**config.mk**
```make
export PLATFORM = sky130hd
export DESIGN_NAME = serial_subtractor
export DESIGN_NICKNAME = d
export VERILOG_FILES = /design/src/rtl/arith_pkg.sv /design/src/rtl/full_subtractor.sv /design/src/rtl/serial_subtractor.sv
export SDC_FILE = /design/constraint.sdc
export NUM_CORES = 1
export LEC_CHECK = 0
export ABC_AREA = 0
export BUFFER_PORTS_ARGS = -buffer_cell sky130_fd_sc_hd__buf_2
export CORE_ASPECT_RATIO = 1.1
export CORE_MARGIN = 1.5
export CORE_UTILIZATION = 51
export DETAILED_ROUTE_END_ITERATION = 7
export HOLD_SLACK_MARGIN = 0.03
export PLACE_DENSITY = 0.84
export SETUP_SLACK_MARGIN = 0.15
export SLEW_MARGIN = 20
export SYNTH_ARGS = -nofsm -noshare
export SYNTH_HDL_FRONTEND = slang
export SYNTH_SLANG_ARGS = --single-unit
```
**constraint.sdc**
```tcl
create_clock -name clk -period 1.91 [get_ports clk]
set_input_delay 0.382 -clock clk [delete_from_list [all_inputs] [get_ports clk]]
set_output_delay 0.382 -clock clk [all_outputs]
set_load 0.05 [all_outputs]
```
**src/rtl/arith_pkg.sv**
```systemverilog
// Shared arithmetic definitions: serial FSM state encoding and default widths.
package arith_pkg;

    localparam int SERIAL_WIDTH_DEFAULT = 8;

    typedef enum logic [1:0] {
        IDLE = 2'd0,
        RUN  = 2'd1,
        DONE = 2'd2
    } serial_state_t;

    // Bit-counter width; a 1-bit operand still needs a 1-bit counter.
    function automatic int cnt_width(input int w);
        return (w > 1) ? $clog2(w) : 1;
    endfunction

endpackage

```
**src/rtl/full_subtractor.sv**
```systemverilog
// One-bit full subtractor: diff = a - b - b_in, borrow set when the result underflows.
module full_subtractor (
    input  logic a,
    input  logic b,
    input  logic b_in,
    output logic diff,
    output logic borrow
);

    assign diff   = a ^ b ^ b_in;
    assign borrow = (~a & b) | (~(a ^ b) & b_in);

endmodule

```
**src/rtl/serial_subtractor.sv**
```systemverilog
// Bit-serial unsigned subtractor, LSB first, one bit per clock, with valid/ready on both sides.
// Handshake: a transfer happens on a rising edge where valid & ready are both high;
// the producer holds data stable while valid is high and ready is low.
module serial_subtractor
    import arith_pkg::*;
#(
    parameter int WIDTH = SERIAL_WIDTH_DEFAULT
) (
    input  logic             clk,
    input  logic             rst_n,
    input  logic             in_valid,
    output logic             in_ready,
    input  logic [WIDTH-1:0] minuend,
    input  logic [WIDTH-1:0] subtrahend,
    input  logic             b_in,
    output logic             out_valid,
    input  logic             out_ready,
    output logic [WIDTH-1:0] diff,
    output logic             b_out,
    output logic [1:0]       dbg_state
);

    localparam int            CW   = cnt_width(WIDTH);
    localparam logic [CW-1:0] LAST = CW'(WIDTH - 1);

    serial_state_t    state, state_nx;
    logic [CW-1:0]    cnt;
    logic [WIDTH-1:0] a_sr, b_sr, r_sr, r_shift;
    logic             borrow, cell_d, cell_b, accept, last_bit;

    full_subtractor u_cell (
        .a      (a_sr[0]),
        .b      (b_sr[0]),
        .b_in   (borrow),
        .diff   (cell_d),
        .borrow (cell_b)
    );

    assign accept   = in_valid & in_ready;
    assign last_bit = (cnt == LAST);

    // New diff bit enters at the MSB so the result lands LSB-aligned after WIDTH shifts.
    if (WIDTH == 1) begin : g_w1
        assign r_shift = cell_d;
    end else begin : g_wn
        assign r_shift = {cell_d, r_sr[WIDTH-1:1]};
    end

    always_ff @(posedge clk or negedge rst_n) begin
        if (!rst_n) begin
            state <= IDLE;
        end else begin
            state <= state_nx;
        end
    end

    always_comb begin
        state_nx  = state;
        in_ready  = 1'b0;
        out_valid = 1'b0;
        case (state)
            IDLE: begin
                // Gated by reset so nothing is offered while the block is held in reset.
                in_ready = rst_n;
                if (in_valid && rst_n) begin
                    state_nx = RUN;
                end
            end
            RUN: begin
                if (last_bit) begin
                    state_nx = DONE;
                end
            end
            DONE: begin
                out_valid = 1'b1;
                if (out_ready) begin
                    state_nx = IDLE;
                end
            end
            default: state_nx = IDLE;
        endcase
    end

    always_ff @(posedge clk or negedge rst_n) begin
        if (!rst_n) begin
            cnt    <= '0;
            a_sr   <= '0;
            b_sr   <= '0;
            r_sr   <= '0;
            borrow <= 1'b0;
        end else if (accept) begin
            cnt    <= '0;
            a_sr   <= minuend;
            b_sr   <= subtrahend;
            r_sr   <= '0;
            borrow <= b_in;
        end else if (state == RUN) begin
            cnt    <= cnt + 1'b1;
            a_sr   <= a_sr >> 1;
            b_sr   <= b_sr >> 1;
            r_sr   <= r_shift;
            borrow <= cell_b;
        end
    end

    // Outputs come straight from registers; they only change on load or while running.
    assign diff      = r_sr;
    assign b_out     = borrow;
    assign dbg_state = state;

endmodule

```
==> impl_metrics.env, run 1 <==
export IMPL_hold_ws_ps=86.1
export IMPL_via_per_inst=5.40
export IMPL_layout_drive_gt1_share_pct=31.6
export IMPL_areaGrowthSynthToFinish_pct=20.3
export IMPL_clock_path_buffers=2
export IMPL_finalWeightedCongestion=0.730
export IMPL_layout_commonest_cell="buf_2"
export IMPL_p_leak_uw=0.000873
export IMPL_crit_type="register to primary output"
export IMPL_rows=19
export IMPL_synth_cells=123
export IMPL_cap_violations=0
export IMPL_max_freq_mhz=592
export IMPL_rr_worst_depth=4
export IMPL_critPathTopFamily="flip-flops"
export IMPL_crit_chain="nor2b_2, buf_2"
export IMPL_drtIter0Drc=20
export IMPL_fp_dieW_um=51.8
export IMPL_critPathMaxFanout=6
export IMPL_dp_cells=181
export IMPL_wl_um=2700
export IMPL_drc=0
export IMPL_netlist_cell_type_count=21
export IMPL_antenna_found_initial=0
export IMPL_ant_nets=0
export IMPL_vias=1021
export IMPL_power_density_nw_per_um2=1820
export IMPL_die_y_um=56.7
export IMPL_clkTransAtPathRegs_ps=90
export IMPL_end_kind="primary output"
export IMPL_clk_latency_ps=340
export IMPL_nFillCells=198
export IMPL_dieArea_um2=2930
export IMPL_postSynthAreaPerCell_um2=10.9
export IMPL_synth_top_area_share_pct=56.2
export IMPL_cts_tree="yes"
export IMPL_dr_wl_met2_um=1350
export IMPL_highest_layer="met4"
export IMPL_slowest_stage="dfrtp_1"
export IMPL_syn_nets=147
export IMPL_pre_cts_ws_ps=273
export IMPL_slew_violations=0
export IMPL_layout_common_cells="buf_2 (33), dfrtp_1 (30), nand2_1 (26)"
export IMPL_clock_tree_root_cell="clkbuf_4"
export IMPL_slowest_delay_ps=490
export IMPL_cp_arrival_ps=1310
export IMPL_dp_hpwl_um=1850
export IMPL_wl_met1_um=1170
export IMPL_ys_ff_latch=30
export IMPL_ir_drop_v=0.00110
export IMPL_numCtsBuffers=5
export IMPL_fin_util_pct=64.4
export IMPL_final_setup_viol_count=0
export IMPL_diodes=0
export IMPL_start_util_pct=53.5
export IMPL_synth_top_cells_by_area="dfrtp_1 (56%), a22o_1 (7.9%), nand2_1 (7.3%), a21o_1 (6.2%), o21ai_0 (5.2%)"
export IMPL_startpoint="dbg_state[1]$_DFFE_PN0P_"
export IMPL_fin_skew_ps=5.41
export IMPL_coreArea_um2=2500
export IMPL_synthesis_area_um2=1340
export IMPL_portBuffers=33
export IMPL_grt_pass1_vias=1002
export IMPL_r2r_start="dbg_state[0]$_DFFE_PN0P_"
export IMPL_rsz0062_at_grt="no"
export IMPL_setup_tns_ps=0
export IMPL_cts_resized=0
export IMPL_overflow=0
export IMPL_cts_max_level=2
export IMPL_crit_required_ps=1530
export IMPL_grt_pass1_wl_um=4440
export IMPL_min_period_over_period_pct=88.4
export IMPL_grt_max_degree=34
export IMPL_setup_ws_ps=221
export IMPL_min_period_ps=1690
export IMPL_final_cells=189
export IMPL_hold_buffers=0
export IMPL_yosys_warnings=0
export IMPL_hold_viol=0
export IMPL_relSlewSlack_pct=66.1
export IMPL_cts_sinks=30
export IMPL_ios=34
export IMPL_post_cts_setup_buffer_count=0
export IMPL_hp_class="input pin to async pin"
export IMPL_grt_use_total_pct=21.4
export IMPL_firstDrtPassIters=4
export IMPL_ys_seq_area_share_pct=56.2
export IMPL_path_buf_inv=1
export IMPL_outcome="finished, final reports clean"
export IMPL_route_met3_wl_um=133
export IMPL_finalNetCount=181
export IMPL_netlist_top_cell_by_area="dfrtp_1"
export IMPL_crit_path_start_kind="register"
export IMPL_tightest_slew_ps=507
export IMPL_crit_cells=2
export IMPL_routedWlPerCell_um=14.3
[metal layers]
metal  vias to the layer above  track usage, %
met3                         6            8.78
met5                         -               0
met4                         0            9.40
met1                       496            25.7
li1                        494               -
met2                        25            33.5
[cells in the mapped netlist (all sizes together)]
cell type / instances
dfrtp: 30
nand2: 26
o21ai: 14
a22o: 12
a21o: 11
buf: 10
inv: 3
a221o: 2
ha: 2
mux2i: 2
nor2: 2
nor2b: 2
fa: 1
mux2: 1
nand2b: 1
nor3: 1
nor3b: 1
nor4bb: 1
o21bai: 1
[final timing paths]
kind	to	slack, ps
worst max-delay path	out_valid	220
worst min-delay path	diff[4]$_DFFE_PN0P_	90
worst max register to register	b_sr[0]$_DFFE_PN0P_	260
worst min register to register	b_sr[4]$_DFFE_PN0P_	490
max in group asynchronous	dbg_state[1]$_DFFE_PN0P_	1550
min in group clk	b_sr[7]$_DFFE_PN0P_	250
[flip-flops by register name, summed over array words and instances (netlist names)]
signal and flops:
a_sr 8, b_sr 8, diff 8, cnt 3
dbg_state 2, b_out 1
[logic make-up after synthesis]
kind of cell	Yosys count	synth area share, %
compound gates	40	21.4
mux	3	2.34
simple gates	34	11.0
flops	30	56.2
buf+inv	13	5.72
fa+ha+maj	3	3.37
[cell type report]
| type | instances | area, µm² | area share, % |
|---|---|---|---|
| Multi-Input combinational cell | 80 | 533 | 33.2 |
| Clock buffer | 5 | 37.5 | 2.34 |
| Clock inverter | 3 | 40.0 | 2.49 |
| Timing Repair Buffer | 37 | 195 | 12.1 |
| Tap cell | 31 | 38.8 | 2.41 |
| Sequential cell | 30 | 751 | 46.7 |
| Inverter | 3 | 11.3 | 0.701 |
[where the power goes]
group	switching, µW	total, µW	internal (µW)
Clock	229	500	271
Combinational	867	1350	478
Sequential	183	1080	899
[stage by stage]
stage               total power [µW]  cell area [µm²]
global route                    3130             1610
finish                          2930             1610
global placement                2360             1530
CTS                             2950             1600
floorplan                       2130             1340
detailed placement              2440             1530
Note: power is estimated with default switching activity, not from simulation.
==> inputs of run 2 (changes only) <==
--- a/config.mk
+++ b/config.mk
@@ -17,4 +17,5 @@
 export SLEW_MARGIN = 20
 export SYNTH_ARGS = -nofsm -noshare
 export SYNTH_HDL_FRONTEND = slang
+export SYNTH_HIERARCHICAL = 1
 export SYNTH_SLANG_ARGS = --single-unit
==> constraint.sdc (replaced) <==
create_clock -name clk -period 1.91 [get_ports clk]
set_input_delay 0.382 -clock clk [delete_from_list [all_inputs] [get_ports clk]]
set_output_delay 0.382 -clock clk [all_outputs]
set_load 0.01 [all_outputs]
==> run 2 against run 1 <==
- worst hold slack worse by 22 ps
- combinational power decreased by 21%
- register-to-register slack better by 90 ps
- sequential power barely moved
- final cell count fell by 0.53%
- clock skew increased by 5.9 ps
- routed wire length shrank 6.8%
- sequential share of layout area increased by 0.85 points
- first-iteration DRC count increased by 25%
- critical path depth is 1 higher
- critical path type is now register to register
- largest cell class unchanged
- largest power group is now sequential cells
==> impl_metrics.env, run 2 <==
export IMPL_outcome="finished, final reports clean"
export IMPL_coreArea_um2=2520
export IMPL_start_util_pct=54.0
export IMPL_netlist_cell_type_count=19
export IMPL_r2r_start="dbg_state[1]$_DFFE_PN0P_"
export IMPL_ios=34
export IMPL_diodes=0
export IMPL_vias=1012
export IMPL_regArea_um2=751
export IMPL_dp_cells=180
export IMPL_setup_ws_ps=350
export IMPL_slew_violations=0
export IMPL_drtIter0Drc=25
export IMPL_hold_viol=0
export IMPL_grt_pass1_vias=929
export IMPL_ys_async_sr_fraction_pct=100
export IMPL_max_freq_mhz=641
export IMPL_die_y_um=57.2
export IMPL_final_setup_viol_count=0
export IMPL_crit_path_start_kind="register"
export IMPL_postSynthAreaPerCell_um2=11.3
export IMPL_critPathMaxFanout=25
export IMPL_portBuffers=33
export IMPL_met2_usage_pct=28.6
export IMPL_relSlewSlack_pct=68.7
export IMPL_hp_class="input pin to async pin"
export IMPL_layout_common_cells="buf_2 (33), dfrtp_1 (30), nand2_1 (24)"
export IMPL_cp_arrival_ps=1760
export IMPL_min_period_over_period_pct=81.7
export IMPL_p_seq_share_pct=43.3
export IMPL_drc=0
export IMPL_synthesis_area_um2=1360
export IMPL_reg2reg_to="cnt[0]$_DFFE_PN0P_"
export IMPL_tightest_slew_ps=469
export IMPL_areaGrowthSynthToFinish_pct=16.0
export IMPL_syn_nets=144
export IMPL_p_int_uw=1540
export IMPL_firstDrtPassIters=6
export IMPL_rows=19
export IMPL_layout_commonest_cell="buf_2"
export IMPL_ys_seq_area_share_pct=55.2
export IMPL_grt_use_total_pct=18.1
export IMPL_clkPwrFrac_pct=13.4
export IMPL_use_met3_pct=5.50
export IMPL_fp_dieW_um=52.2
export IMPL_via_per_inst=5.38
export IMPL_post_cts_setup_buffer_count=0
export IMPL_synth_edff_count=0
export IMPL_netlist_top_cell_by_area="dfrtp_1"
export IMPL_cts_sinks=30
export IMPL_slowest_stage="and4bb_4"
export IMPL_cts_resized=0
export IMPL_post_synth_top_count_cell="dfrtp_1"
export IMPL_synth_top_cells_by_area="dfrtp_1 (55%), a22o_1 (10%), a21o_1 (8.3%), nand2_1 (6.6%), buf_6 (4.1%)"
export IMPL_pre_cts_ws_ps=248
export IMPL_pwr_share_comb_pct=43.3
export IMPL_crit_chain="and4bb_4, nor2_4, mux2_2"
export IMPL_p_sw_uw=926
export IMPL_rsz0062_at_grt="no"
export IMPL_power_density_nw_per_um2=1560
export IMPL_dp_hpwl_um=1770
export IMPL_dieArea_um2=2990
export IMPL_p_leak_uw=0.000887
export IMPL_switching_share_pct=37.6
export IMPL_min_period_ps=1560
export IMPL_crit_required_ps=2110
export IMPL_ant_nets=0
export IMPL_clock_path_buffers=2
export IMPL_cts_max_level=2
export IMPL_grtUsageMet1_pct=23.7
export IMPL_grt_busiest_layer="met2"
export IMPL_crit_type="register to register"
export IMPL_cap_violations=0
export IMPL_nFillCells=226
export IMPL_ys_top_cells_by_count="dfrtp_1 (30), nand2_1 (24), a22o_1 (16)"
export IMPL_end_kind="register"
export IMPL_finalNetCount=181
export IMPL_rr_worst_depth=3
export IMPL_final_cells=188
export IMPL_routedWlPerCell_um=13.4
export IMPL_antenna_found_initial=0
export IMPL_ys_ff_latch=30
export IMPL_grt_max_degree=26
export IMPL_yosys_warnings=6
export IMPL_layout_drive_gt1_share_pct=29.3
export IMPL_fin_skew_ps=11.3
export IMPL_overflow=0
export IMPL_synth_cells=120
export IMPL_clkTransAtPathRegs_ps=90
export IMPL_rrSetupSlack_ps=350
export IMPL_ir_drop_v=0.000917
export IMPL_clock_tree_root_cell="clkbuf_4"
export IMPL_synth_top_area_share_pct=55.2
export IMPL_setup_tns_ps=0
export IMPL_clk_latency_ps=320
export IMPL_wl_um=2520
export IMPL_finalWeightedCongestion=0.720
export IMPL_slowest_delay_ps=570
export IMPL_ys_flop_type="dfrtp_1"
export IMPL_cts_tree="yes"
export IMPL_multiInputGateArea_um2=523
export IMPL_grt_pass1_wl_um=3960
export IMPL_numCtsBuffers=5
run 2: cell types whose count changed after synthesis, sizes merged:
cell | before | now
mux2i | 2 | 0
nor2 | 2 | 1
a221o | 2 | 0
inv | 3 | 4
nor3 | 1 | 0
a22o | 12 | 16
buf | 10 | 8
a21o | 11 | 15
and4bb | 0 | 1
o21ai | 14 | 12
nand2 | 26 | 24
nor4bb | 1 | 0
run 2: worst max-delay path: cells and delay by family (launching register included):
| family | cells | cell delay, ps |
|---|---|---|
| flip-flops | 1 | 440 |
| multiplexers | 1 | 280 |
| AND/OR/NAND/NOR | 2 | 710 |
run 2: per-stage QoR:
stage	power (µW)	instance area (µm²)	utilization, %	hold slack, ps
after global placement	2070	1520	60.4	241
after detailed placement	2150	1520	60.4	253
final	2460	1580	62.6	64.1
after global routing	2660	1580	62.6	84.2
after floorplan	1920	1360	-	86.4
after CTS	2490	1580	62.6	65.3
run 2: what timing repair did:
item / in CTS / in global routing
hold buffers: 1 / 0
endpoints found under the hold margin: 8 / 0
setup endpoints to repair: 0 / 0
run 2: area by class of cell:
type	instances	share of cell area [%]
multi-input combinational	78	33.1
inverter	4	0.952
tap	31	2.46
clock buffer	7	2.85
sequential	30	47.6
timing repair buffer	38	13.0
run 2: cells by family (layout without fill, tap and decap cells):
| kind of cell | after synthesis | after routing | synth area share, % |
|---|---|---|---|
| flops | 30 | 30 | 55.2 |
| mux | 1 | 1 | 0.828 |
| fa+ha+maj | 3 | 3 | 3.31 |
| compound gates | 44 | 44 | 23.6 |
| buf+inv | 12 | 49 | 6.53 |
| simple gates | 30 | 30 | 10.6 |
run 2: power groups by stage:
stage	Sequential, µW	Combinational [µW]	Clock, µW
6_report	1070	1070	331
5_1_grt	1100	1200	364
4_1_cts	1070	1080	344
3_5_place_dp	1080	1070	0
3_3_place_gp	1060	1010	0
2_1_floorplan	1080	832	0
run 2: worst max-delay path by stage:
stage,cells after the start,endpoint,startpoint,slack [ps]
finish,3,cnt[0]$_DFFE_PN0P_,dbg_state[1]$_DFFE_PN0P_,350
global placement,4,cnt[0]$_DFFE_PN0P_,rst_n,320
detailed placement,4,cnt[0]$_DFFE_PN0P_,rst_n,250
CTS,3,cnt[0]$_DFFE_PN0P_,dbg_state[1]$_DFFE_PN0P_,350
global route,3,cnt[0]$_DFFE_PN0P_,dbg_state[1]$_DFFE_PN0P_,270
floorplan,5,a_sr[1]$_DFFE_PN0P_,dbg_state[0]$_DFFE_PN0P_,590
run 2: routing by layer:
metal	vias to the layer above	wire length, µm
li1	489	-
met3	4	137
met4	0	35
met2	30	1240
met5	-	0
met1	489	1110
==> inputs of run 3 (changes only) <==
--- a/config.mk
+++ b/config.mk
@@ -5,14 +5,14 @@
 export SDC_FILE = /design/constraint.sdc
 export NUM_CORES = 1
 export LEC_CHECK = 0
-export ABC_AREA = 0
+export ABC_AREA = 1
 export BUFFER_PORTS_ARGS = -buffer_cell sky130_fd_sc_hd__buf_2
 export CORE_ASPECT_RATIO = 1.1
 export CORE_MARGIN = 1.5
-export CORE_UTILIZATION = 51
+export CORE_UTILIZATION = 48
 export DETAILED_ROUTE_END_ITERATION = 7
 export HOLD_SLACK_MARGIN = 0.03
-export PLACE_DENSITY = 0.84
+export PLACE_DENSITY = 0.82
 export SETUP_SLACK_MARGIN = 0.15
 export SLEW_MARGIN = 20
 export SYNTH_ARGS = -nofsm -noshare
==> constraint.sdc (replaced) <==
create_clock -name clk -period 1.4 [get_ports clk]
set_input_delay 0.28 -clock clk [delete_from_list [all_inputs] [get_ports clk]]
set_output_delay 0.28 -clock clk [all_outputs]
set_load 0.01 [all_outputs]
==> run 3 against run 2 <==
- the flow now finishes with violations (negative setup slack)
- sequential power increased by 45%
- routed wire length increased by 71%
- final cell count increased by 47%
- sequential cell count unchanged
- clock skew decreased by 1.3 ps
- die area increased by 20%
- critical path depth decreased by 1
- global-route usage increased by 9.9 points
- setup slack got worse by 380 ps
- synthesized cell count increased by 57%
- total power increased by 100%
- sequential share of layout area decreased by 14 points
- critical endpoint is now in_ready
- largest cell class is now multi-input combinational cells
==> impl_metrics.env, run 3 <==
export IMPL_outcome="finished with violations"
export IMPL_violations="negative setup slack"
export IMPL_ys_seq_area_share_pct=48.6
export IMPL_fp_dieW_um=57.1
export IMPL_areaGrowthSynthToFinish_pct=44.1
export IMPL_grt_max_degree=31
export IMPL_cap_violations=0
export IMPL_dieArea_um2=3570
export IMPL_ys_async_sr_fraction_pct=100
export IMPL_layout_commonest_cell="nand2_1"
export IMPL_max_freq_mhz=701
export IMPL_dp_hpwl_um=2010
export IMPL_netlist_top_cell_by_area="dfrtp_1"
export IMPL_final_cells=277
export IMPL_p_int_uw=2830
export IMPL_slowest_delay_ps=450
export IMPL_yosys_warnings=6
export IMPL_critPathMaxFanout=5
export IMPL_clk_latency_ps=330
export IMPL_setup_tns_ps=-39.3
export IMPL_p_seq_share_pct=31.4
export IMPL_netlist_cell_type_count=19
export IMPL_synth_cells=189
export IMPL_crit_chain="nor3b_2, buf_2"
export IMPL_ir_drop_v=0.00216
export IMPL_grt_use_total_pct=28.0
export IMPL_clock_tree_root_cell="clkbuf_4"
export IMPL_diodes=0
export IMPL_numCtsBuffers=5
export IMPL_p_leak_uw=0.00116
export IMPL_layout_drive_gt1_share_pct=39.1
export IMPL_hold_ws_ps=118
export IMPL_post_synth_top_count_cell="nand2_1"
export IMPL_layout_common_cells="nand2_1 (77), buf_2 (33), dfrtp_1 (28)"
export IMPL_final_setup_viol_count=2
export IMPL_cts_max_level=2
export IMPL_synth_top_cells_by_area="dfrtp_1 (49%), nand2_1 (20%), nand3_1 (11%), nand3b_1 (5.8%), buf_6 (2.2%)"
export IMPL_rows=21
export IMPL_synthesis_area_um2=1550
export IMPL_end_kind="primary output"
export IMPL_ys_top_cells_by_count="nand2_1 (81), nand3_1 (34), dfrtp_1 (30)"
export IMPL_clkTransAtPathRegs_ps=100
export IMPL_ys_flop_type="dfrtp_1"
export IMPL_path_buf_inv=1
export IMPL_clock_path_buffers=2
export IMPL_crit_type="register to primary output"
export IMPL_grt_pass1_vias=1550
export IMPL_fin_skew_ps=10.1
export IMPL_cp_arrival_ps=1150
export IMPL_drtIter0Drc=45
export IMPL_postSynthAreaPerCell_um2=8.18
export IMPL_die_y_um=62.5
export IMPL_slowest_stage="dfrtp_2"
export IMPL_crit_required_ps=1120
export IMPL_finalNetCount=266
export IMPL_vias=1484
export IMPL_grt_pass1_wl_um=7450
export IMPL_p_sw_uw=2120
export IMPL_cts_sinks=30
export IMPL_wl_um=4300
export IMPL_routedWlPerCell_um=15.5
export IMPL_synth_top_area_share_pct=48.6
export IMPL_crit_path_start_kind="register"
export IMPL_firstDrtPassIters=4
export IMPL_coreArea_um2=3050
export IMPL_switching_share_pct=42.8
export IMPL_slew_violations=0
export IMPL_min_period_ps=1430
export IMPL_min_period_over_period_pct=102
export IMPL_ant_nets=0
export IMPL_tightest_slew_ps=427
export IMPL_overflow=0
export IMPL_ys_ff_latch=30
export IMPL_pwr_share_comb_pct=57.7
export IMPL_portBuffers=33
export IMPL_start_util_pct=50.7
export IMPL_hp_class="input pin to register"
export IMPL_antenna_found_initial=0
export IMPL_drc=0
export IMPL_synth_edff_count=0
export IMPL_hold_viol=0
export IMPL_relSlewSlack_pct=71.5
export IMPL_setup_ws_ps=-26.6
export IMPL_fin_util_pct=73.1
export IMPL_via_per_inst=5.36
export IMPL_critPathTopFamily="flip-flops"
export IMPL_finalWeightedCongestion=0.707
export IMPL_syn_nets=213
export IMPL_dp_cells=250
export IMPL_ios=34
export IMPL_cts_tree="yes"
export IMPL_clkPwrFrac_pct=11.0
export IMPL_rsz0062_at_grt="yes"
export IMPL_power_density_nw_per_um2=2220
[run 3: area by class of cell]
type / instances / area [µm²]
clock buffers: 7 / 55.1
repair buffers: 53 / 439
clock inverters: 1 / 5.00
fillers: 230 / 821
well taps: 34 / 42.5
flip-flops and latches: 30 / 753
multi-input cells: 143 / 897
inverters: 9 / 35.0
[run 3: per-stage QoR]
stage          instance area (µm²)  setup slack (ps)  total power [µW]
2_1_floorplan                 1550               181              2780
3_3_place_gp                  1730               130              3220
3_5_place_dp                  1730               108              3270
4_1_cts                       2200             -41.6              4810
5_1_grt                       2230             -78.9              5320
6_report                      2230             -26.6              4950
[run 3: per-layer routing]
metal / track usage (%) / wire, µm / up-vias
li1: - / - / 723
met1: 33.6 / 1640 / 693
met2: 46.0 / 2260 / 54
met3: 7.45 / 269 / 14
met4: 13.7 / 133 / 0
met5: 0 / 0 / -
[run 3: path summary, 6_finish.rpt]
path | startpoint | end | slack, ps | cells after the start
max reg2reg | dbg_state[1]$_DFFE_PN0P_ | a_sr[2]$_DFFE_PN0P_ | -10 | 8
max in group asynchronous | rst_n | diff[2]$_DFFE_PN0P_ | 680 | 3
max | dbg_state[0]$_DFFE_PN0P_ | in_ready | -30 | 2
min | out_ready | dbg_state[1]$_DFFE_PN0P_ | 120 | 2
min reg2reg | a_sr[5]$_DFFE_PN0P_ | a_sr[5]$_DFFE_PN0P_ | 510 | 2
min in group asynchronous | rst_n | b_sr[3]$_DFFE_PN0P_ | 490 | 3
[run 3: timing repair]
| action | in CTS | in global routing |
|---|---|---|
| setup buffers | 11 | 0 |
| pin swaps | 11 | 10 |
| setup endpoints to repair | 27 | 33 |
| gates resized for setup | 40 | 6 |
| gates cloned | 7 | 0 |
| endpoints found under the hold margin | 30 | 0 |
| hold buffers | 1 | 0 |
[run 3: power groups by stage]
stage / registers [µW] / clock network [µW] / logic, µW
CTS: 1520 / 551 / 2740
global route: 1600 / 598 / 3120
finish: 1550 / 543 / 2850
detailed placement: 1530 / 0 / 1750
global placement: 1520 / 0 / 1700
floorplan: 1510 / 0 / 1270
[run 3: logic make-up (layout without fill, tap and decap cells)]
family	Yosys count	in the layout	synth area share [%]
compound gates	3	3	1.13
fa+ha+maj	3	3	2.91
buf+inv	21	70	7.93
flops	30	30	48.6
simple gates	132	137	39.4
